$ cat src/rtl/lifo_stack.sv
// Parametrised LIFO stack: push / pop / replace-top, registered pop output,
// combinational top-of-stack peek, level/full/empty status and sticky error flags.
module lifo_stack #(
  parameter int WIDTH = 16,
  parameter int DEPTH = 16
) (
  input  logic                       clk,
  input  logic                       reset,
  input  logic                       push,
  input  logic [WIDTH-1:0]           push_data,
  input  logic                       pop,
  output logic [WIDTH-1:0]           pop_data,
  output logic                       pop_valid,
  output logic [WIDTH-1:0]           top_data,
  output logic [$clog2(DEPTH+1)-1:0] level,
  output logic                       empty,
  output logic                       full,
  input  logic                       err_clr,
  output logic                       overflow,
  output logic                       underflow
);

  localparam int LVL_W = $clog2(DEPTH + 1);
  localparam int AW    = $clog2(DEPTH);

  // push/pop are one-cycle strobes with no back-pressure: every strobe is acted on
  // or rejected in the cycle it is seen, and rejections are recorded in the sticky flags.
  logic [WIDTH-1:0] mem [DEPTH];
  logic [AW-1:0]    wr_idx;
  logic [AW-1:0]    top_idx;
  logic             replace_top;
  logic             push_ok;
  logic             pop_ok;
  logic             ovf_ev;
  logic             udf_ev;

  assign empty   = (level == '0);
  assign full    = (level == LVL_W'(DEPTH));
  assign wr_idx  = AW'(level);
  assign top_idx = AW'(level - LVL_W'(1));

  always_comb begin
    replace_top = 1'b0;
    push_ok     = 1'b0;
    pop_ok      = 1'b0;
    ovf_ev      = 1'b0;
    udf_ev      = 1'b0;
    if (push && pop) begin
      // On an empty stack the push still goes through; only the pop half is rejected.
      replace_top = !empty;
      push_ok     = empty;
      pop_ok      = !empty;
      udf_ev      = empty;
    end else if (push) begin
      push_ok = !full;
      ovf_ev  = full;
    end else if (pop) begin
      pop_ok = !empty;
      udf_ev = empty;
    end
  end

  assign top_data = empty ? '0 : mem[top_idx];

  // Storage is never cleared; a reset cycle simply suppresses the write.
  always_ff @(posedge clk) begin
    if (!reset) begin
      if (replace_top)  mem[top_idx] <= push_data;
      else if (push_ok) mem[wr_idx]  <= push_data;
    end
  end

  always_ff @(posedge clk) begin
    if (reset) begin
      level     <= '0;
      pop_data  <= '0;
      pop_valid <= 1'b0;
      overflow  <= 1'b0;
      underflow <= 1'b0;
    end else begin
      pop_valid <= pop_ok;
      if (pop_ok) pop_data <= mem[top_idx];
      if (push_ok)                level <= level + LVL_W'(1);
      else if (pop_ok && !push)   level <= level - LVL_W'(1);
      // A new error in the same cycle as err_clr leaves the flag set.
      overflow  <= ovf_ev | (overflow  & ~err_clr);
      underflow <= udf_ev | (underflow & ~err_clr);
    end
  end

endmodule
$ cat config.mk
export PLATFORM = sky130hd
export DESIGN_NAME = lifo_stack
export DESIGN_NICKNAME = d
export VERILOG_FILES = /design/src/rtl/lifo_stack.sv
export SDC_FILE = /design/constraint.sdc
export NUM_CORES = 1
export LEC_CHECK = 0
export ABC_AREA = 1
export CAP_MARGIN = 10
export CORE_MARGIN = 2
export CORE_UTILIZATION = 64
export CTS_CLUSTER_SIZE = 14
export DETAILED_ROUTE_END_ITERATION = 8
export GPL_TIMING_DRIVEN = 0
export PLACE_DENSITY = 0.81
export SYNTH_ARGS = -nofsm -noshare
export SYNTH_HDL_FRONTEND = slang
export SYNTH_SLANG_ARGS = --single-unit
$ cat constraint.sdc
create_clock -name clk -period 5.2 [get_ports clk]
set_input_delay 0.52 -clock clk [delete_from_list [all_inputs] [get_ports clk]]
set_output_delay 0.52 -clock clk [all_outputs]
set_load 0.01 [all_outputs]
======== After elaboration in Yosys (flattened, before gate mapping) ========
Memory sizes are Yosys's and may differ from the RTL's.
Index checks and enable logic that the tools add are counted.
word-level totals
  register bits ........................... 24
  input bits .............................. 21
  memories kept ........................... 1
  word-level logic and storage cells ...... 46
  RAM bits ................................ 256
memories
  memory  words  width  read ports  clocked after Yosys merged registers in  write ports  line  text
  mem     16     16     1           0                                        1            28    logic [WIDTH-1:0] mem [DEPTH];
operators by class
  equality and inequality tests ........... 1
  bitwise gates (word level) .............. 5
  multiplexer cells ....................... 24
  $add $sub $neg .......................... 2
  reductions and logical operators ........ 8
operators by type and width
  kind                                                                number
  16-bit two-way mux                                                  2
  1-bit two-way mux                                                   19
  16-bit OR reduction                                                 1
  5-bit two-way mux                                                   2
  5-bit by 1-bit adder with 5-bit output, second input constant       1
  5-bit equality test, second input constant                          1
  5-bit zero test                                                     1
  5-bit by 1-bit subtractor with 5-bit output, second input constant  1
  4-bit two-way mux                                                   1
  1-bit zero test                                                     3
  1-bit AND                                                           2
  1-bit logical AND                                                   2
  1-bit bitwise OR                                                    2
  2-bit nonzero test                                                  1
  1-bit NOT                                                           1

======== Depth between registers and ports, before layout ========
  depth in word-level cells ............... 10
  gate-level depth with buffers ........... 14

======== Worst setup path before layout ========
No wires, ideal clock.
  path kind ............................... flip-flop to flip-flop
  from .................................... register level[0]
  to ...................................... memory mem[10][0] (enable)
  clock period less this slack ............ 3.040 ns
  buffers on the path ..................... 6
  stages on the path, launching flop included .. 14
  data required time ...................... 4.812 ns
  arrival time ............................ 2.652 ns
  path slack .............................. 2.160 ns
  library setup time ...................... 0.388 ns
  cell sequence ........................... dfxtp_1 -> buf_4 -> inv_2 -> buf_6 -> buf_4 -> ha_1 -> clkbuf_2 -> inv_1 -> buf_2 -> buf_2 -> nand2_1 -> o21ai_2 -> nand2_1 -> nor2_1
between the ends
  longest elaborated chain between the ends .. 10
  elaborated cells on any way between the ends .. 18
ends and longest elaborated chain
  what                                                                            line  text
  start, declared                                                                 15    output logic [$clog2(DEPTH+1)-1:0] level,
  start signal, assigned                                                          83    if (push_ok) level <= level + LVL_W'(1);
  start signal, assigned                                                          84    else if (pop_ok && !push) level <= level - LVL_W'(1);
  5-bit equality test                                                             38    assign full = (level == LVL_W'(DEPTH));
  1-bit zero test                                                                 55    push_ok = !full;
  1-bit two-way mux                                                               54    end else if (push) begin
  1-bit two-way mux                                                               48    if (push && pop) begin
  1-bit two-way mux                                                               69    else if (push_ok) mem[wr_idx] <= push_data;
  1-bit two-way mux                                                               68    if (replace_top) mem[top_idx] <= push_data;
  1-bit two-way mux                                                               67    if (!reset) begin
  1-bit two-way mux (not written as such)                                         69
  16-bit OR reduction (no source line)                                            n/a
  4-bit two-way mux (no source line) / 1-bit two-way mux (equally long branches)  n/a
  end, declared                                                                   28
Parallel ways exist; a longest one is shown, timed or not.

======== Worst setup path in the final report ========
  from .................................... register level[0]
  to ...................................... output top_data[4]
between the ends
  longest elaborated chain between the ends .. 3
  elaborated cells on any way between the ends .. 4
ends and longest elaborated chain
  what                                         line  text
  5-bit by 1-bit subtractor with 5-bit output  n/a
  memory 16 x 16 bit                           n/a
  16-bit two-way mux (*)                       63    assign top_data = empty ? '0 : mem[top_idx];
  end, declared                                14    output logic [WIDTH-1:0] top_data,
Mark *: on every way between the ends. The rest lies on a longest branch, timed or not.

==> results by group <==
Status
  – Outcome: completed

Die
  – Die Y: 139 um
  – Boundary Pins: 63
  – Number of cell rows: 49
  – Core area: 17800 um^2
  – Die area: 19200 um^2
  – Die width: 139 um
  – Initial Util: 64.9%

STA
  – Slew Viols, Final: 0
  – Final setup viols: 0
  – Setup TNS: 0 ns
  – Crit share post-route: 84.6%
  – F_max: 227 MHz
  – Crit path time final: 4.40 ns
  – RSZ-0062 raised after global routing: false
  – Max-Slew Margin vs Limit: 32.6%
  – Least-Margin Pin Slew: 1.01 ns
  – Final hold violation count: 0
  – Clock skew: 0.00811 ns

Yosys
  – Top cells by area, synth: edfxtp_1 (66%), nand3_1 (11%), nand2_1 (10%)
  – Library cells used by synthesis: 32
  – Post-synthesis sequential area ratio: 70.5%
  – Synthesized area per cell: 11.5 um^2
  – YS warnings: 0
  – Ys async rst share: 0%
  – Area leader, netlist: edfxtp_1
  – Post-synthesis instance area: 11600 um^2
  – Post-Syn Nets: 1034
  – Post-synth EDFFs: 256
  – Synth Instances: 1010
  – Synth top area share: 66.4%
  – Post-synthesis register bit count: 280
  – Synth Flop Type: edfxtp_1

Pwr
  – Total Power: 9.43 mW
  – Clk network pwr share: 19.7%
  – Sw frac: 42.5%
  – Lkg Pwr: 4.94 nW
  – PwrDens: 701 nW/um^2
  – VDD IR max: 659 uV
  – P_sw: 4.01 mW
  – Combinational power share: 51.0%
  – Flop pwr share: 29.2%
  – Pint: 5.42 mW

Critical path
  – Reg2reg end: mem[7][6]
  – Critical Path RT: 4.68 ns
  – CP max stage delay: 0.47 ns
  – Flop-to-flop setup slack: 1.41 ns
  – Top Family by Delay on Critical Path: buffers and inverters
  – Setup crit start kind: register
  – WP buf/inv: 9
  – Setup CP Type: reg2out
  – R2R cell count: 14
  – Crit end category: primary output
  – CP max-delay cell: clkdlybuf4s50_1
  – Worst-path cell chain: buf_4 -> inv_2 -> buf_6 -> buf_4 -> ha_1 -> clkbuf_2 -> inv_1 -> buf_2 -> buf_2 -> nand3_1 -> nand3_1 -> nand3_1 -> nand2_1 -> nor2_1 -> clkdlybuf4s50_1
  – Critical Path AT: 3.88 ns
  – CP max FO: 11
  – RR Startpoint: level[0]
  – Crit path top cell by count: nand3_1

Clock network
  – Root Buffer: clkbuf_16
  – CTS tree: done
  – # H-tree levels: 1
  – Clock latency on the worst-skew pair: 0.52 ns
  – CTS buffer count: 27
  – Postcts setup bufs: 0
  – CTS Hold Buffers Added: 0
  – Clock transition at path regs: 0.07 ns
  – Post_cts resized: 0
  – Maximum buffer depth of the clock tree: 3
  – Total clock sinks: 280

Min path
  – Hold worst-path end: level[1]
  – Hold Crit Class: in2reg
  – Worst hold start: reset
  – Hold Path Depth: 2

Detailed routing
  – Vias per std cell: 6.23
  – Final ANT Viol Nets: 0
  – Initial DRT Pass Iterations: 5
  – DR vias: 8467
  – Drt total wl: 28300 um
  – Number of DRC markers in iteration 0: 1289
  – DR WL/cell: 20.8 um
  – Remaining DRCs: 0

Global routing
  – Grt total ovfl: 0
  – Vias in the first global route: 7943
  – First-pass GRT wire length: 43400 um
  – Gr usage total: 29.2%
  – Largest net degree at the start of global routing: 17
  – Initial antenna violation count: 0

Finish
  – Fillers: 1110
  – Nets: 1133
  – Ratio of cells with drive above 1 in the final layout: 11.6%
  – Synth-to-Final Area Change: 16.2%
  – N_diodes: 0

Placement
  – Post-DP HPWL: 18600 um
  – # port buffers: 61
  – Placer Congestion: 0.857

Flow run
  – Maxcap violations: 0
registers in the layout, indices dropped and copies added (netlist names):
signal	cells
mem	256
overflow	1
pop_data	16
pop_valid	1
underflow	1
level	5
final cells by class:
cell class	count	area, um^2	area share (%)
sequential	280	8170	60.7
timing repair buffer	70	719	5.35
multi-input combinational	653	3020	22.5
tap	229	287	2.13
clock inverter	13	110	0.819
inverter	16	62.6	0.465
buffer	61	354	2.63
clock buffer	36	729	5.42
routing by layer:
metal,vias to the layer above,share of wire (%),GRT usage (%)
li1,3746,-,-
met1,4037,38,42.1
met2,611,47,45.9
met3,73,13,5.58
met4,0,2.3,9.13
met5,-,0,0
Yosys cell counts (9+ instances only):
| master | count |
|---|---|
| dfxtp_1 | 24 |
| nand3_1 | 245 |
| nand2_1 | 309 |
| buf_4 | 14 |
| o21ai_0 | 11 |
| buf_2 | 30 |
| nor2_1 | 37 |
| clkbuf_1 | 10 |
| a21oi_1 | 17 |
| edfxtp_1 | 256 |
| inv_1 | 9 |
power by group through the flow:
stage                     Sequential [mW]  Clock (mW)  Combinational, mW
final                                2.76        1.86               4.81
after global routing                 2.78        1.95               5.14
after CTS                            2.76        1.86               4.71
after detailed placement             2.80           0               4.66
after global placement               2.80           0               4.50
after floorplan                      2.82           0               2.80
worst max path at each step:
stage | startpoint | end | slack (ns) | cells past startpoint
final | level[0] | top_data[4] | 0.80 | 15
after global routing | level[0] | top_data[9] | 0.72 | 15
after CTS | level[0] | top_data[9] | 0.89 | 15
after detailed placement | level[0] | top_data[9] | 1.45 | 15
after global placement | level[0] | mem[11][2] | 1.17 | 13
after floorplan | level[0] | mem[10][0] | 2.16 | 13
cell usage in the layout (no fill, tap or decap), types with 2 or more instances in the layout:
| cell type | netlist | routed |
|---|---|---|
| a21oi_1 | 17 | 17 |
| buf_2 | 30 | 30 |
| buf_4 | 14 | 14 |
| buf_6 | 4 | 11 |
| buf_8 | 0 | 2 |
| bufinv_16 | 0 | 2 |
| clkbuf_1 | 10 | 17 |
| clkbuf_16 | 0 | 27 |
| clkbuf_8 | 0 | 2 |
| clkdlybuf4s50_1 | 0 | 61 |
| clkinv_1 | 1 | 7 |
| clkinv_2 | 0 | 4 |
| dfxtp_1 | 24 | 24 |
| edfxtp_1 | 256 | 256 |
| ha_1 | 3 | 3 |
| inv_1 | 9 | 9 |
| inv_2 | 5 | 5 |
| nand2_1 | 309 | 309 |
| nand2_2 | 7 | 7 |
| nand2_4 | 2 | 2 |
| nand3_1 | 245 | 245 |
| nand3_2 | 4 | 4 |
| nand4_1 | 7 | 7 |
| nor2_1 | 37 | 27 |
| nor2_2 | 0 | 10 |
| nor2_8 | 2 | 2 |
| o21ai_0 | 11 | 11 |
| o21ai_2 | 2 | 2 |
logic make-up (layout without fill, tap and decap cells):
family	after synthesis	in the layout	synth area share, %
compound gates	32	32	1.46
xor+xnor	3	3	0.389
fa+ha+maj	3	3	0.324
buf+inv	77	196	3.60
flops	280	280	70.5
simple gates	615	615	23.7
metrics by stage:
| step | hold WS, ns | instances | cell area, um^2 | worst slack [ns] | util (%) |
|---|---|---|---|---|---|
| 6_report | 0.318 | 1358 | 13500 | 0.798 | 75.4 |
| 2_1_floorplan | 0.487 | 1010 | 11600 | 2.16 | - |
| 5_1_grt | 0.335 | 1358 | 13500 | 0.722 | 75.4 |
| 4_1_cts | 0.305 | 1358 | 13500 | 0.890 | 75.4 |
| 3_3_place_gp | 0.454 | 1300 | 12500 | 1.17 | 69.9 |
| 3_5_place_dp | 0.458 | 1309 | 12600 | 1.45 | 70.7 |
No activity file was read; power rests on OpenSTA's default activity.
